### config.mk
export PLATFORM = sky130hd
export DESIGN_NAME = adc_spi_init
export DESIGN_NICKNAME = d
export VERILOG_FILES = /design/src/rtl/adc_spi_init_pkg.sv /design/src/rtl/adc_init_rom.sv /design/src/rtl/adc_spi_init.sv
export SDC_FILE = /design/constraint.sdc
export NUM_CORES = 1
export LEC_CHECK = 0
export ABC_CLOCK_PERIOD_IN_PS = 2300
export BUFFER_PORTS_ARGS = -buffer_cell sky130_fd_sc_hd__buf_2
export CORE_MARGIN = 10
export CORE_UTILIZATION = 30
export CTS_BUF_LIST = sky130_fd_sc_hd__clkbuf_4
export CTS_CLUSTER_DIAMETER = 80
export CTS_CLUSTER_SIZE = 14
export DETAILED_ROUTE_END_ITERATION = 8
export GPL_ROUTABILITY_DRIVEN = 1
export PLACE_DENSITY_LB_ADDON = 0.3
export SLEW_MARGIN = 20
export SYNTH_ARGS = -nofsm -noshare
export SYNTH_HDL_FRONTEND = slang
export SYNTH_SLANG_ARGS = --single-unit
### constraint.sdc
create_clock -name CLK -period 2.3 [get_ports CLK]
set_input_delay 0.46 -clock CLK [delete_from_list [all_inputs] [get_ports CLK]]
set_output_delay 0.46 -clock CLK [all_outputs]
set_load 0.005 [all_outputs]
### src/rtl/adc_spi_init_pkg.sv
// rtl/adc_spi_init_pkg.sv - shared types and constants for the ADC SPI init sequencer
//
// Holds the sequencer state encoding, the default frame geometry and the
// ADC register addresses used to build the configuration table.

package adc_spi_init_pkg;

  typedef enum logic [2:0] {
    ST_IDLE  = 3'd0,
    ST_SETUP = 3'd1,
    ST_SHIFT = 3'd2,
    ST_HOLD  = 3'd3,
    ST_GAP   = 3'd4,
    ST_DONE  = 3'd5
  } state_t;

  localparam int DEF_NREG      = 8;
  localparam int DEF_CLK_DIV   = 4;
  localparam int DEF_WORD_BITS = 24;

  // ADC register addresses (13-bit register space)
  localparam logic [12:0] ADDR_CHIP_PWR  = 13'h008;
  localparam logic [12:0] ADDR_CLK_DIVID = 13'h009;
  localparam logic [12:0] ADDR_TEST_IO   = 13'h00D;
  localparam logic [12:0] ADDR_OUT_MODE  = 13'h014;
  localparam logic [12:0] ADDR_CLK_PHASE = 13'h016;
  localparam logic [12:0] ADDR_DCO_DELAY = 13'h017;
  localparam logic [12:0] ADDR_VREF      = 13'h018;
  localparam logic [12:0] ADDR_TRANSFER  = 13'h0FF;

  // Single-byte write frame: R/W=0, byte count W1:W0=00, address, data.
  function automatic logic [23:0] spi_write(input logic [12:0] addr, input logic [7:0] data);
    return {1'b0, 2'b00, addr, data};
  endfunction

endpackage

### src/rtl/adc_init_rom.sv
// rtl/adc_init_rom.sv - combinational ADC configuration table
//
// Ports:
//   i_addr : word index (WORD_IDX of the sequencer)
//   o_data : WORD_BITS-wide SPI frame for that index; zero beyond NREG-1

module adc_init_rom
  import adc_spi_init_pkg::*;
#(
  parameter  int NREG      = DEF_NREG,
  parameter  int WORD_BITS = DEF_WORD_BITS,
  localparam int IDX_W     = (NREG > 1) ? $clog2(NREG) : 1
) (
  input  logic [IDX_W-1:0]     i_addr,
  output logic [WORD_BITS-1:0] o_data
);

  logic [23:0] w_word;

  always_comb begin
    w_word = 24'h0;
    case (int'(i_addr))
      0:       w_word = spi_write(ADDR_CHIP_PWR,  8'h18);
      1:       w_word = spi_write(ADDR_OUT_MODE,  8'h01);
      2:       w_word = spi_write(ADDR_TEST_IO,   8'h00);
      3:       w_word = spi_write(ADDR_CLK_PHASE, 8'h00);
      4:       w_word = spi_write(ADDR_DCO_DELAY, 8'h00);
      5:       w_word = spi_write(ADDR_VREF,      8'h04);
      6:       w_word = spi_write(ADDR_CLK_DIVID, 8'h00);
      7:       w_word = spi_write(ADDR_TRANSFER,  8'h01);
      default: w_word = 24'h0;
    endcase
    if (int'(i_addr) >= NREG) w_word = 24'h0;
  end

  assign o_data = WORD_BITS'(w_word);

endmodule

### src/rtl/adc_spi_init.sv
// rtl/adc_spi_init.sv - SPI master that writes the ADC configuration table on request
//
// Ports:
//   CLK, RST_B  : system clock, asynchronous active-low reset
//   ADC_INIT    : level request for a full configuration pass
//   INIT_DONE   : all NREG words sent, held while ADC_INIT stays high
//   BUSY        : frame or inter-frame gap in progress
//   WORD_IDX    : index of the word being sent
//   ADC_SCLK, ADC_SDATA, ADC_CSB : SPI clock, data, active-low chip select
//
// Frame: SETUP (CLK_DIV) + WORD_BITS bits of 2*CLK_DIV + HOLD (CLK_DIV) + GAP (2*CLK_DIV).

module adc_spi_init
  import adc_spi_init_pkg::*;
#(
  parameter  int NREG      = DEF_NREG,
  parameter  int CLK_DIV   = DEF_CLK_DIV,
  parameter  int WORD_BITS = DEF_WORD_BITS,
  localparam int IDX_W     = (NREG > 1) ? $clog2(NREG) : 1
) (
  input  logic             CLK,
  input  logic             RST_B,
  input  logic             ADC_INIT,
  output logic             INIT_DONE,
  output logic             BUSY,
  output logic [IDX_W-1:0] WORD_IDX,
  output logic             ADC_SCLK,
  output logic             ADC_SDATA,
  output logic             ADC_CSB
);

  localparam int               BIT_W    = $clog2(WORD_BITS + 1);
  localparam logic [7:0]       DIV_LAST = 8'(CLK_DIV - 1);
  localparam logic [BIT_W-1:0] BIT_LAST = BIT_W'(WORD_BITS - 1);
  localparam logic [IDX_W-1:0] IDX_LAST = IDX_W'(NREG - 1);

  state_t               r_state;
  state_t               w_next_state;
  logic [7:0]           r_div;
  logic [BIT_W-1:0]     r_bit;
  logic [WORD_BITS-1:0] r_shift;
  logic                 r_sclk;
  logic [IDX_W-1:0]     r_word_idx;
  logic                 r_abort;

  logic                 w_phase_end;
  logic                 w_last_bit;
  logic                 w_gap_end;
  logic                 w_stop;
  logic                 w_cs_active;
  logic                 w_timed;
  logic [IDX_W-1:0]     w_rom_addr;
  logic [WORD_BITS-1:0] w_rom_data;

  assign w_timed     = (r_state == ST_SETUP) || (r_state == ST_SHIFT) ||
                       (r_state == ST_HOLD)  || (r_state == ST_GAP);
  assign w_cs_active = (r_state == ST_SETUP) || (r_state == ST_SHIFT) || (r_state == ST_HOLD);
  assign w_phase_end = (r_div == DIV_LAST);
  // A bit ends on the falling SCLK edge, i.e. at the end of its high phase.
  assign w_last_bit  = (r_state == ST_SHIFT) && w_phase_end && r_sclk && (r_bit == BIT_LAST);
  // GAP is two divider phases, counted on the otherwise idle bit counter.
  assign w_gap_end   = (r_state == ST_GAP) && w_phase_end && (r_bit == BIT_W'(1));
  // A request dropped at any point in the frame ends the pass after this frame.
  assign w_stop      = r_abort || !ADC_INIT;
  // During GAP the table is pre-addressed with the next index so it can be loaded on exit.
  assign w_rom_addr  = (r_state == ST_GAP) ? r_word_idx + IDX_W'(1) : r_word_idx;

  adc_init_rom #(
    .NREG      (NREG),
    .WORD_BITS (WORD_BITS)
  ) u_rom (
    .i_addr (w_rom_addr),
    .o_data (w_rom_data)
  );

  always_ff @(posedge CLK or negedge RST_B) begin
    if (!RST_B) r_state <= ST_IDLE;
    else        r_state <= w_next_state;
  end

  always_comb begin
    w_next_state = r_state;
    INIT_DONE    = 1'b0;
    BUSY         = w_timed;
    ADC_CSB      = !w_cs_active;
    ADC_SCLK     = r_sclk;
    ADC_SDATA    = w_cs_active & r_shift[WORD_BITS-1];
    WORD_IDX     = r_word_idx;
    case (r_state)
      ST_IDLE:  if (ADC_INIT) w_next_state = ST_SETUP;
      ST_SETUP: if (w_phase_end) w_next_state = ST_SHIFT;
      ST_SHIFT: if (w_last_bit) w_next_state = ST_HOLD;
      ST_HOLD:  if (w_phase_end) w_next_state = ST_GAP;
      ST_GAP: begin
        if (w_gap_end) begin
          if (w_stop)                         w_next_state = ST_IDLE;
          else if (r_word_idx == IDX_LAST)    w_next_state = ST_DONE;
          else                                w_next_state = ST_SETUP;
        end
      end
      ST_DONE: begin
        INIT_DONE = 1'b1;
        if (!ADC_INIT) w_next_state = ST_IDLE;
      end
      default:  w_next_state = ST_IDLE;
    endcase
  end

  always_ff @(posedge CLK or negedge RST_B) begin
    if (!RST_B) begin
      r_div      <= 8'd0;
      r_bit      <= '0;
      r_shift    <= '0;
      r_sclk     <= 1'b0;
      r_word_idx <= '0;
      r_abort    <= 1'b0;
    end else begin
      if (w_timed) r_div <= w_phase_end ? 8'd0 : r_div + 8'd1;
      else         r_div <= 8'd0;

      case (r_state)
        ST_IDLE: if (ADC_INIT) r_shift <= w_rom_data;
        ST_SHIFT: begin
          if (w_phase_end) begin
            r_sclk <= ~r_sclk;
            if (r_sclk) begin
              r_shift <= {r_shift[WORD_BITS-2:0], 1'b0};
              r_bit   <= (r_bit == BIT_LAST) ? '0 : r_bit + 1'b1;
            end
          end
        end
        ST_GAP: begin
          if (w_phase_end) r_bit <= w_gap_end ? '0 : r_bit + 1'b1;
          if (w_next_state == ST_SETUP) begin
            r_shift    <= w_rom_data;
            r_word_idx <= r_word_idx + IDX_W'(1);
          end
        end
        default: ;
      endcase

      if (r_state == ST_IDLE)         r_abort <= 1'b0;
      else if (w_timed && !ADC_INIT)  r_abort <= 1'b1;

      // Every pass starts from word 0, so the index is cleared on the way back to IDLE.
      if (w_next_state == ST_IDLE) r_word_idx <= '0;
    end
  end

endmodule

Yosys cells after proc, flatten, opt, wreduce, memory -nomap -nowiden. Memories as Yosys holds them, arrays and structs flattened. Cells that the tools add are included.

Flip-flop bits (word level): 45. Bits in latches: 0. Memory bits (writable): 0. Bits in read-only memories: 96. Input bits: 3. Output and inout bits: 8. Memories: 1.

Memory list: (no name shown) (words 8, bits a word 12, rd ports 1, clocked after Yosys merged registers in 0, write ports 0, RTL line adc_init_rom.sv:22) `case (int'(i_addr))`.

$add $sub $neg: 3. Multiply operators: 0. Divide/modulo/power cells: 0. $lt $le $gt $ge: 0. Eq/ne operators: 15. Shift operators: 0. Muxes and demuxes: 29. Bitwise logic cells: 2. Reductions and logical operators: 23.

Operators by type and width (count): 24-bit two-way mux (4); 24-bit one-hot mux with 3 select lines (1); 3-bit two-way mux (12); 5-bit two-way mux (5); 3-bit one-hot mux with 6 select lines (1); 8-bit two-way mux (2); 5-bit one-hot mux with 2 select lines (1); 3-bit == test, second input constant (3); 8-bit by 1-bit adder with 8-bit output, second input constant (1); 8-bit by 2-bit == test with 1-bit output, second input constant (1); 2-bit != test, second input constant (4); 2-bit nonzero test (4); 3-bit by 1-bit == test with 1-bit output, second input constant (2); 3-bit by 2-bit == test with 1-bit output, second input constant (2); 1-bit logical AND (6); 3-bit logical NOT (2); 5-bit by 1-bit adder with 5-bit output, second input constant (1); 5-bit by 1-bit == test with 1-bit output, second input constant (1); 5-bit == test, second input constant (1); 5-bit AND reduction (1); 1-bit logical OR (4); 2-bit AND reduction (2); 4-bit AND reduction (1); 3-bit by 1-bit adder with 3-bit output, second input constant (1); other kinds (6) (9).

Logic depth before layout (Yosys ltp).
Depth in word-level cells: 10. Depth in mapped cells: 10.

Modules after synthesis. From an unflattened synthesis, not the netlist that was laid out.

Cells, all modules: 246. Area, all modules: 2879.0 µm².

Modules (own cells, without submodules): adc_spi_init (instances 1, cells an instance 208, area each 2560.0 µm², sequential area each 1126.1 µm²); adc_init_rom (instances 1, cells an instance 38, area each 319.1 µm², sequential area each 0.0 µm²).

Least setup slack after synthesis. OpenSTA, ideal clock, no wires.

Path kind: flip-flop to flip-flop. From: reg r_word_idx[0] (netlist: WORD_IDX[0]). To: reg r_shift[11]. Setup time: 0.135 ns. Data arrival time: 1.934 ns. Required time: 2.165 ns. Slack: 0.232 ns. Cell stages (with the launch flop): 9. Period minus slack after synthesis: 2.068 ns. Path through: dfrtp_1 -> ha_1 -> ha_1 -> or3b_2 -> nor4_4 -> o22ai_4 -> buf_2 -> nand2_1 -> o41ai_2.

Cells in the longest elaborated chain, start to end: 8. Elaborated cells on any way between the ends: 14. Classes of those cells: add/sub: 1; eq/ne: 3; mux: 8; reduce/logical: 1; memory: 1.

RTL lines: start, declared (RTL line adc_spi_init.sv:43) `logic [IDX_W-1:0] r_word_idx;`; start signal, assigned (RTL line adc_spi_init.sv:136) `r_word_idx <= r_word_idx + IDX_W'(1);`; 3-bit == test (RTL line adc_spi_init.sv:97) `else if (r_word_idx == IDX_LAST) w_next_state = ST_DONE;`; 3-bit two-way mux (RTL line adc_spi_init.sv:97); 3-bit two-way mux (RTL line adc_spi_init.sv:96) `if (w_stop) w_next_state = ST_IDLE;`; 3-bit two-way mux (RTL line adc_spi_init.sv:95) `if (w_gap_end) begin`; 3-bit one-hot mux with 6 select lines (RTL line adc_spi_init.sv:89) `case (r_state)`; 3-bit by 1-bit == test with 1-bit output (RTL line adc_spi_init.sv:134) `if (w_next_state == ST_SETUP) begin`; 2-bit by 1-bit != test with 1-bit output (no line); 5-bit AND reduction (no line); end signal, assigned (RTL line adc_spi_init.sv:122) `ST_IDLE: if (ADC_INIT) r_shift <= w_rom_data;`; end signal, assigned (RTL line adc_spi_init.sv:127) `r_shift <= {r_shift[WORD_BITS-2:0], 1'b0};`; end signal, assigned (RTL line adc_spi_init.sv:135) `r_shift <= w_rom_data;`; end, declared (RTL line adc_spi_init.sv:41) `logic [WORD_BITS-1:0] r_shift;`.

Several ways; a longest one is shown, not always the timed one. The select of a mux whose other input is x is not followed. A chain may end at the register's enable or synchronous reset.

Worst setup path in the final report.
From: reg r_word_idx[0] (netlist: WORD_IDX[0]). To: reg r_shift[10].

Same word-level chain as after synthesis.

==> results by group <==
Clock network
  – CTS H-tree depth: 2
  – Largest buffer count on any clock path: 2
  – Worst-skew pair later-pin latency: 0.37 ns
  – TritonCTS sink count: 45
  – Clk slew on worst S/H paths: 0.15 ns
  – CTS tree: yes
  – Root Buffer Master: clkbuf_4
  – CTS buffer count: 5

Min path
  – Min-Delay Path Class: reg -> reg
  – Hold wc startpoint: r_div[0]
  – Worst hold path stage count: 1
  – Worst Hold End: r_div[0]

Detailed routing
  – DR iter-0 viols: 66
  – Via density: approximately 4.9
  – Routed Antenna Nets: 0
  – WL final: 5060 um
  – Avg WL per Cell: approximately 14 um
  – DR vias: 1823
  – DRC violations left: 0
  – Initial DRT Pass Iterations: 4

Yosys
  – Post-Syn Nets: 251
  – Cell variety after synth: 55
  – Post-Syn Area per Cell: 10.3 um2
  – Syn. warnings: 0
  – Mapped Cells: roughly 240
  – Post-synth EDFFs: 0
  – Main synth FF type: dfrtp_1
  – Fraction of registers with async set or reset after synthesis: 100%
  – Flops & latches, synth: 45
  – Post-synthesis sequential area ratio: 45.8%
  – Area of the mapped netlist: about 2500 um2

Critical path
  – Worst R2R Setup Slack: 0.10 ns
  – R2R cell count: 7
  – R2R Path End: r_shift[10]
  – Crit-path max FO: 8
  – Critical path capture point type: register
  – WS Path Type: reg -> reg
  – CP startpoint kind: register
  – WP data arrival: 2.49 ns
  – Worst EP required: 2.59 ns
  – R2r startpoint: WORD_IDX[0]

Flow run
  – Max-cap violations: 0

Placement
  – Hpwl dp: 3700 um
  – IO Port Bufs: 10
  – Final GP Congestion: 0.814

STA
  – RSZ-0062 raised after global routing: no
  – Setup TNS: 0 ns
  – Slew @ Worst Pin: 0.410 ns
  – Hold Slack: about 0.5 ns
  – Period utilization: between 90 and 100%
  – Final hold violation count: 0
  – Relative slew margins: between 70 and 80%
  – Clock Skew: 0.0120 ns
  – Fmax: 455 MHz
  – Pins Over Slew Limit: 0
  – Setup Viol. Count Final: 0
  – Tmin final: 2.20 ns

Cells and area
  – Layout area overhead: 14.9%
  – Fillers: 830
  – Most frequent cells in the layout: dfrtp_1 (45), nand2_1 (27), buf_4 (17)
  – Fin nets: 279
  – # diodes: 0
  – Layout cells sized above 1: 20.6%
  – Commonest non-fill, non-tap cell in the layout: dfrtp_1

Floorplan
  – # rows: 32
  – Initial core utilization: 31.4%
  – Die Wd: around 110 um
  – Core Region: between 7000 and 8000 um2
  – Die Y: roughly 110 um
  – Die area: between 10000 and 15000 um2
  – Ports: 11

Global routing
  – Grt ovf: 0
  – Pin count of the biggest net entering global routing: 27
  – GRT Util Overall: 8.50%
  – Vias in the first global route: about 1800
  – Initial antenna violation count: 0
  – First-pass GRT wire length: between 8000 and 9000 um

Pwr
  – Power Dens Cells: 867 nW/um2
  – Worst vdd ir: ~360 uV
  – Leak: 1.31 nW

Outcome
  – Status: finished, final reports clean
-- per-stage QoR --
stage	instances	power, W	utilization, %	instance area, um2	worst slack [ns]
3_3_place_gp	357	0.00201	34.6	2710	0.111
5_1_grt	369	0.00266	36.0	2830	0.00523
4_1_cts	366	0.00244	35.5	2790	0.0457
2_1_floorplan	238	0.00171	-	2460	0.232
3_5_place_dp	357	0.00202	34.6	2710	0.0737
6_report	369	0.00245	36.0	2830	0.104
-- state kept, by name (all words and copies together), names as in the netlist --
signal    flops
WORD_IDX      3
r_abort       1
r_state       3
r_shift      24
r_bit         5
ADC_SCLK      1
r_div         8
-- synthesized netlist by cell type, drive strengths merged, types with 4 or more instances --
master  count  area, um2
dfrtp      45       1130
nand2      28        108
nor2       17       71.3
a22o       14        123
a21oi      13       65.1
o21ai      13       65.1
ha         10        125
and3        7       43.8
inv         7       26.3
xnor2       7       61.3
nand3       6       30.0
buf         5       40.0
nor2b       5       31.3
and2        4       25.0
nor4        4       55.1
o31ai       4       30.0
xor2        4       35.0
-- routing by layer --
metal	up-vias	part of all wire, %	routed length, um	global-route usage (%)
met2	29	45	2290	13.0
met5	-	0	0	0
met4	0	1.7	85	3.45
met1	870	51	2570	11.4
li1	918	-	-	-
met3	6	2.2	112	1.57
-- worst max-delay path by stage --
stage          cells past startpoint  slack (ns)           to         from
2_1_floorplan                      8        0.23  r_shift[11]  WORD_IDX[0]
3_3_place_gp                       6        0.11   r_shift[0]     r_div[0]
3_5_place_dp                       6        0.07   r_shift[0]     r_div[0]
4_1_cts                            6        0.05   r_shift[0]     r_div[0]
5_1_grt                            7       0.005  r_shift[10]     r_bit[1]
6_report                           7        0.10  r_shift[10]  WORD_IDX[0]
-- where the power goes --
part	internal, W	switching [W]
registers	0.000926	0.000103
logic	0.000434	0.000573
clock network	0.000125	0.000289
-- cells by family after synthesis --
| kind of cell | count (synthesis) | share of synthesized area [%] |
|---|---|---|
| fa+ha+maj | 10 | 5.08 |
| xor+xnor | 11 | 3.91 |
| flops | 45 | 45.8 |
| buf+inv | 15 | 3.15 |
| mux | 4 | 1.88 |
| compound gates | 62 | 18.6 |
| simple gates | 91 | 21.6 |
-- area by class of cell --
cell class	instances	area [um2]	area share, %
multi-input cells	178	1280	45.2
clock inverters	3	25.0	0.885
clock buffers	5	37.5	1.33
flip-flops and latches	45	1130	39.8
inverters	7	26.3	0.929
repair buffers	29	208	7.35
well taps	102	128	4.51
-- worst max-delay path, stage by stage (launching register included) --
cell	delay, ns
dfrtp_1	0.41
ha_1	0.20
ha_2	0.19
or3b_4	0.41
nor4_4	0.34
o22ai_4	0.18
buf_4	0.17
o31ai_1	0.22
-- timing repair --
action                                  4_1_cts  5_1_grt
hold buffers                                  1        0
buffers inserted                              0        3
gates resized for setup                       0        5
endpoints found under the hold margin        15        0
endpoints found under the setup margin        0       19
(Power assumes the default switching activity.)
